**src/rtl/adder_pkg.sv**
```systemverilog
// Shared types and constants for the chunked sequential adder.
package adder_pkg;

  localparam int DEF_WIDTH = 65;
  localparam int DEF_CHUNK = 16;

  typedef enum logic [1:0] {
    IDLE = 2'd0,
    RUN  = 2'd1,
    DONE = 2'd2
  } state_t;

  // Number of slice passes needed to cover n bits with d-bit chunks.
  function automatic int ceil_div(input int n, input int d);
    return (n + d - 1) / d;
  endfunction

endpackage

```
**src/rtl/adder_slice.sv**
```systemverilog
// Combinational CHUNK-bit adder slice with carry in/out.
module adder_slice #(
  parameter int CHUNK = adder_pkg::DEF_CHUNK
) (
  input  logic [CHUNK-1:0] a,
  input  logic [CHUNK-1:0] b,
  input  logic             cin,
  output logic [CHUNK-1:0] s,
  output logic             cout
);

  logic [CHUNK:0] t;

  // CHUNK+1-bit sum so the carry falls out as the top bit.
  always_comb begin
    t         = {1'b0, a} + {1'b0, b} + {{CHUNK{1'b0}}, cin};
    {cout, s} = t;
  end

endmodule

```
**src/rtl/adder_seq_ctrl.sv**
```systemverilog
// Multi-cycle WIDTH-bit adder: walks one CHUNK-bit slice across the
// zero-padded operands, carrying between chunks in a register.
module adder_seq_ctrl
  import adder_pkg::*;
#(
  parameter int WIDTH = DEF_WIDTH,
  parameter int CHUNK = DEF_CHUNK
) (
  input  logic             clk,
  input  logic             rst_n,
  input  logic             in_valid,
  output logic             in_ready,
  input  logic [WIDTH-1:0] a,
  input  logic [WIDTH-1:0] b,
  input  logic             cin,
  output logic             out_valid,
  input  logic             out_ready,
  output logic [WIDTH-1:0] sum,
  output logic             cout,
  output logic             busy
);

  localparam int NUM_CHUNKS = ceil_div(WIDTH, CHUNK);
  localparam int PW         = NUM_CHUNKS * CHUNK;
  localparam int IW         = (NUM_CHUNKS > 1) ? $clog2(NUM_CHUNKS) : 1;

  state_t                               state;
  logic [NUM_CHUNKS-1:0][CHUNK-1:0]     opa, opb, res, res_nxt;
  logic [IW-1:0]                        idx;
  logic                                 carry;
  logic [CHUNK-1:0]                     sl_s;
  logic                                 sl_c;
  logic [PW:0]                          ext;
  logic                                 last;

  adder_slice #(.CHUNK(CHUNK)) u_slice (
    .a    (opa[idx]),
    .b    (opb[idx]),
    .cin  (carry),
    .s    (sl_s),
    .cout (sl_c)
  );

  // Result with the current chunk merged in; bit WIDTH of the padded
  // result is the true carry out of bit WIDTH-1 (the slice carry when
  // the top chunk is full, a padding bit when it is partial).
  always_comb begin
    res_nxt      = res;
    res_nxt[idx] = sl_s;
    ext          = {sl_c, res_nxt};
    last         = (idx == IW'(NUM_CHUNKS - 1));
  end

  // Control FSM and datapath registers.
  always_ff @(posedge clk) begin
    if (!rst_n) begin
      state     <= IDLE;
      in_ready  <= 1'b1;
      out_valid <= 1'b0;
      busy      <= 1'b0;
      sum       <= '0;
      cout      <= 1'b0;
      idx       <= '0;
      carry     <= 1'b0;
      opa       <= '0;
      opb       <= '0;
      res       <= '0;
    end else begin
      case (state)
        IDLE: begin
          if (in_valid) begin
            opa      <= PW'(a);
            opb      <= PW'(b);
            carry    <= cin;
            idx      <= '0;
            res      <= '0;
            in_ready <= 1'b0;
            busy     <= 1'b1;
            state    <= RUN;
          end
        end
        RUN: begin
          res   <= res_nxt;
          carry <= sl_c;
          if (last) begin
            sum       <= ext[WIDTH-1:0];
            cout      <= ext[WIDTH];
            out_valid <= 1'b1;
            state     <= DONE;
          end else begin
            idx <= idx + IW'(1);
          end
        end
        DONE: begin
          if (out_ready) begin
            out_valid <= 1'b0;
            busy      <= 1'b0;
            in_ready  <= 1'b1;
            state     <= IDLE;
          end
        end
        default: state <= IDLE;
      endcase
    end
  end

endmodule

```
**config.mk**
```make
export PLATFORM = sky130hd
export DESIGN_NAME = adder_seq_ctrl
export DESIGN_NICKNAME = d
export VERILOG_FILES = /design/src/rtl/adder_pkg.sv /design/src/rtl/adder_slice.sv /design/src/rtl/adder_seq_ctrl.sv
export SDC_FILE = /design/constraint.sdc
export NUM_CORES = 1
export LEC_CHECK = 0
export ABC_AREA = 1
export BUFFER_PORTS_ARGS = -buffer_cell sky130_fd_sc_hd__buf_2
export CAP_MARGIN = 15
export CORE_ASPECT_RATIO = 0.6
export CORE_MARGIN = 8
export CORE_UTILIZATION = 35
export CTS_CLUSTER_SIZE = 28
export DETAILED_ROUTE_END_ITERATION = 6
export SLEW_MARGIN = 30
export SYNTH_ARGS = -nofsm -noshare
export SYNTH_HDL_FRONTEND = slang
export SYNTH_SLANG_ARGS = --single-unit
export TNS_END_PERCENT = 1
```
**constraint.sdc**
```tcl
create_clock -name clk -period 3.29 [get_ports clk]
set_clock_uncertainty 0.2 [all_clocks]
set_input_delay 0.658 -clock clk [delete_from_list [all_inputs] [get_ports clk]]
set_output_delay 0.658 -clock clk [all_outputs]
set_load 0.03 [all_outputs]
```
==> Yosys cells after proc, flatten, opt, wreduce, memory -nomap -nowiden <==
Cells that the tools add are included.
{ "totals": {"register_bits": 285, "in_bits": 135, "output_inout_bits": 69, "word_cells": 73} }
{ "op_classes": {"addsub": 3, "magnitude_cmp": 2, "eq_ne": 7, "n_mux": 26, "reduce_logical": 12} }
{ "op_table": {"columns": ["op", "count"], "rows": [
  ["$pmux 80 s2", 1],
  ["$bmux 16 s3", 2],
  ["$bwmux 80", 1],
  ["$mux 80", 1],
  ["$demux 16 s3", 1],
  ["$mux 16", 3],
  ["$add 16x16->17", 1],
  ["$add 17x1->17", 1],
  ["$reduce_and 3->1", 4],
  ["$ne 2x2->1 const B", 4],
  ["$pmux 1 s2", 4],
  ["$mux 1", 6],
  ["$mux 2", 3],
  ["$mux 3", 2],
  ["$pmux 2 s3", 1],
  ["$pmux 3 s2", 1],
  ["$reduce_and 2->1", 3],
  ["$reduce_bool 2->1", 3],
  ["$lt 3x4->1 const B", 1],
  ["$add 3x1->3 const B", 1],
  ["$eq 3x3->1 const B", 1],
  ["$ge 3x1->1 const B", 1],
  ["$eq 2x1->1 const B", 1],
  ["$eq 2x2->1 const B", 1],
  ["other kinds (2)", 2]
]} }

==> Logic depth before layout (Yosys ltp) <==
{ "depth": {"depth_word": 6, "ltp_mapped": 22, "ltp_nobuf": 21} }

==> Hierarchy <==
A second synthesis with hierarchy kept.
{ "unflattened": {"cells_unflattened": 1951, "area_unflattened_um2": 12714.7} }
{ "modules_own_cells": {"columns": ["module", "n_inst", "cells_each", "area_per_inst_um2", "seq_area_each_um2"], "rows": [
  ["adder_seq_ctrl", 1, 1763, 11716.2, 5425.2],
  ["adder_slice", 1, 188, 998.5, 0.0]
]} }

==> Worst setup path before layout <==
Ideal clock, no wire load.
{ "synth_path": {"path_type": "register -> register", "from": "register idx[0]", "to": "register sum[8]", "setup_time_ns": 0.109, "t_arrival_ns": 2.936, "t_required_ns": 2.981, "slack_ns": 0.045, "path_stages_with_launch": 22, "path_buffers": 3, "period_less_slack_ns": 3.245, "path_cell_list": "dfxtp_1 buf_2 inv_1 nand2_2 inv_2 buf_2 buf_6 a221oi_2 o221ai_1 fa_1 inv_1 fa_1 inv_1 nand3_1 nand2_1 a21oi_1 xor2_1 nand2_1 nand2_1 nand2_1 nand2_1 inv_1"} }
{ "synth_via": {"elab_chain_cells": 5, "elab_cells_between_ends": 14, "classes_between": "add/sub: 2; order compare: 2; eq/ne: 1; mux: 7; reduce/logical: 2"} }
{ "synth_lines": {"columns": ["item", "line_no", "source"], "rows": [
  ["start: declaration", "adder_seq_ctrl.sv:29", "logic [IW-1:0] idx;"],
  ["start signal: assignment", "adder_seq_ctrl.sv:91", "idx <= idx + IW'(1);"],
  ["$bmux 16 s3 (tied with other cells)", "adder_seq_ctrl.sv:37", ".a (opa[idx]),"],
  ["$mux 16 (implied by the code) (tied with other cells)", "adder_seq_ctrl.sv:37", null],
  ["$add 16x16->17 / $mux 16 (equally long branches)", "adder_slice.sv:16, adder_seq_ctrl.sv:49", null],
  ["$add 17x1->17 / $demux 16 s3 (equally long branches)", "adder_slice.sv:16, adder_seq_ctrl.sv:49", null],
  ["$bwmux 80", "adder_seq_ctrl.sv:49", "res_nxt[idx] = sl_s;"],
  ["end signal: assignment", "adder_seq_ctrl.sv:86", "sum <= ext[WIDTH-1:0];"],
  ["end: declaration", "adder_seq_ctrl.sv:18", "output logic [WIDTH-1:0] sum,"]
]} }
Parallel ways exist; a longest one is shown, timed or not. The select of a mux whose other input is x is not followed.
A chain may end at the register's enable or synchronous reset.

==> Worst setup path after layout <==
{ "layout_path": {"from": "register idx[1]", "to": "register sum[8]"} }
The elaborated chain is that of the path after synthesis.

==> metrics <==
Cell variety after synth=41; Post-DP HPWL=29,900 um; via count=12,000; switching portion of total power=0.274; Initial Utilization=0.351; Max rail drop VDD=0.439 mV; RSZ-0062 raised after global routing=true; hold_sp=a[16]; R2R Path End=sum[8]; area of placed instances=14,000 um^2; Fin. Hold Viols=0; Comb power frac=0.157; Synth top cells by count=nand2_1 (354), dfxtp_1 (271), nor2_1 (242), o21ai_0 (173), inv_1 (153); Tcrit/Tclk final=0.981; CP max-delay cell=dfxtp_4; Hold Buf Count CTS=0; Mapped Cells=1,727; # IOs=204; Async SR Flop Fraction=0; r2r setup slk=60 ps; ranking of synthesized cells by area=dfxtp_1 (45%), nand2_1 (11%), nor2_1 (7.5%); WL final=41,200 um; WL/cell=17.0 um; layout cells sized above 1=0.211; WHS Path Cells=3; final slew viol count=0; core area=34,700 um^2; Final Util=0.437; initial drt markers=933; DIE AREA=41,200 um^2; final instance area=15,200 um^2; Skew-Pair Late Insertion Delay=560 ps; Post-DRT Antenna Nets=0; routed vias/inst=4.96; Final Non-Filler Cells=2,421; mux share of post-synthesis cell area=0; CP delay by family, top=buffers and inverters; WP buf/inv=8; Req. time, crit path=3530 ps; global-route wire length before repair=63,400 um; register area share after synthesis=0.445; Worst Hold Class=input port to register; Final Critical Period=3230 ps; Worst-path clk slew=60 ps; clock share of power=0.401; std cell rows=53; MaxCap Viol Count=0; worst-path cell chain=inv_2 -> nor3_4 -> buf_4 -> buf_4 -> inv_2 -> o21ai_1 -> ha_1 -> buf_4 -> nand2_1 -> inv_1 -> nand2_1 -> nand2_1 -> a21oi_2 -> xor2_1 -> buf_4 -> nand2_1 -> nand2_1 -> nand2_1 -> nand2_1 -> inv_1; Seq pwr share=0.442; EDFF count, synth=0; syn_area_per_cell=7.06 um^2; Synth Cell Area=12,200 um^2; Layout area overhead=24.4%; dpl cells=2,364; routability cong.=0.888; Hold WS=131 ps; Register Area=5440 um^2; Hold Crit Endpoint=opa[16]; CTS tree=done; # diodes=0; die width=257 um; fmax=310 MHz; xor and xnor area share after synthesis=0.00503; clock tree buffer depth=3; FILL cells=3,546; outcome=complete, no violations; area of the multi-input gates=5840 um^2; Crit path top cell by count=nand2_1; PortBufs=203; compound-gate portion of the synthesized area=0.163; Max FO, Critical Path=5; cell taking the most area after synthesis=dfxtp_1; top_reg_cell synth=dfxtp_1; Root Driver=clkbuf_16; Psw=2.18 mW; First-pass DRT Iterations=5; Leakage=6.88 nW; final setup violation count=0; number of global-route vias before repair=11,300; WP data arrival=3470 ps; Simple-Gate Fraction of Synth Area=0.277; Synth top area share=0.445; Tot GR Track Use=0.190; clk sinks=271; drt drc=0; WS Path Type=register to register; Worst R2R Path Depth=20; Num CTS Buffers=28; Worst slew margin=0.497; Synth Area in Adders=0.0207; Largest stage delay, worst path=400 ps; Die Y=161 um; Synth Warn #=0; cell area power density=524 nW/um^2; design internal power=5.77 mW; number of synthesized register bits=271; TNS Setup=0 ps; largest family of logic cells by synthesized area=simple AND/OR/NAND/NOR gates; Slew @ Worst Pin=754 ps; FF-to-FF Start=idx[1]; CP endpoint kind=register; Overflow after GRT=0; antenna violations before repair=2; htree depth=1; Worst setup SP type=register; syn_nets=1,881; Final #Nets=2,090; top-count cell post-synth=nand2_1; largest net degree at the start of global routing=107
power groups by stage:
stage / combinational (mW) / clock, mW / sequential, mW
global placement: 1.17 / 0 / 3.58
finish: 1.24 / 3.19 / 3.51
global route: 1.37 / 3.39 / 3.53
CTS: 1.20 / 3.25 / 3.51
detailed placement: 1.19 / 0 / 3.58
floorplan: 0.698 / 0 / 3.56
worst reg2reg max path, cell delays in order, from the launching register on:
cell and delay, ps:
dfxtp_4 400, inv_2 70, nor3_4 240, buf_4 160, buf_4 130, inv_2 60
o21ai_1 330, ha_1 340, buf_4 150, nand2_1 80, inv_1 60, nand2_1 60
nand2_1 80, a21oi_2 120, xor2_1 180, buf_4 160, nand2_1 60, nand2_1 70
nand2_1 40, nand2_1 70, inv_1 40
worst max-delay path by stage:
stage          startpoint  endpoint  depth (start not counted)
2_1_floorplan      idx[0]    sum[8]                         21
3_3_place_gp       idx[2]   sum[24]                         22
3_5_place_dp       idx[2]   sum[40]                         22
4_1_cts            idx[2]    sum[8]                         22
5_1_grt            idx[2]   sum[22]                         19
6_report           idx[1]    sum[8]                         20
kinds of logic after synthesis:
kind of cell	after synthesis
and+or+nand+nor	806
AOI/OAI and AO/OA	351
buffers and inverters	273
DFF	271
adders and majority gates	19
xor gates and xnor gates	7
flip-flops by register name (all words and copies together), names as in the netlist:
register,cells
carry,1
busy,1
cout,1
state,2
opb,65
in_ready,1
res,66
idx,3
sum,65
out_valid,1
opa,65
through the flow:
stage	power [mW]	setup slack, ps
after floorplan	4.26	44.6
final	7.95	61.3
after global placement	4.75	-221
after global routing	8.28	-102
after CTS	7.96	17.6
after detailed placement	4.77	-332
layout make-up:
cell class | instances | area share
clock buffers | 42 | 0.0544
repair buffers | 286 | 0.116
inverters | 166 | 0.0418
well taps | 467 | 0.0385
clock inverters | 6 | 0.00553
multi-input cells | 1183 | 0.385
flip-flops and latches | 271 | 0.359
placed cells by master, fill, tap and decap left out, drive strengths merged, types with 2 or more instances in the layout:
cell type / n
nand2: 355
buf: 286
dfxtp: 271
nor2: 245
o21ai: 193
inv: 167
nand3: 150
a21oi: 90
or2: 48
clkbuf: 42
o2111ai: 17
ha: 17
a21o: 15
o22ai: 10
o211ai: 8
nor3: 6
a221o: 5
xnor2: 5
o221ai: 4
clkinv: 3
a221oi: 3
a32o: 2
xor2: 2
fa: 2
bufinv: 2
metal layers:
metal	up-vias	track usage	wire length, um
li1	6003	-	-
met1	5656	0.280	20800
met2	299	0.284	17100
met3	46	0.0401	2570
met4	0	0.0336	717
met5	-	0	0
timing repair:
action | CTS | global route
gates cloned | 0 | 0
pin swaps | 1 | 14
endpoints found under the setup margin | 115 | 102
setup buffers | 0 | 9
gates resized for setup | 17 | 43
Note: power is estimated with default switching activity, not from simulation.
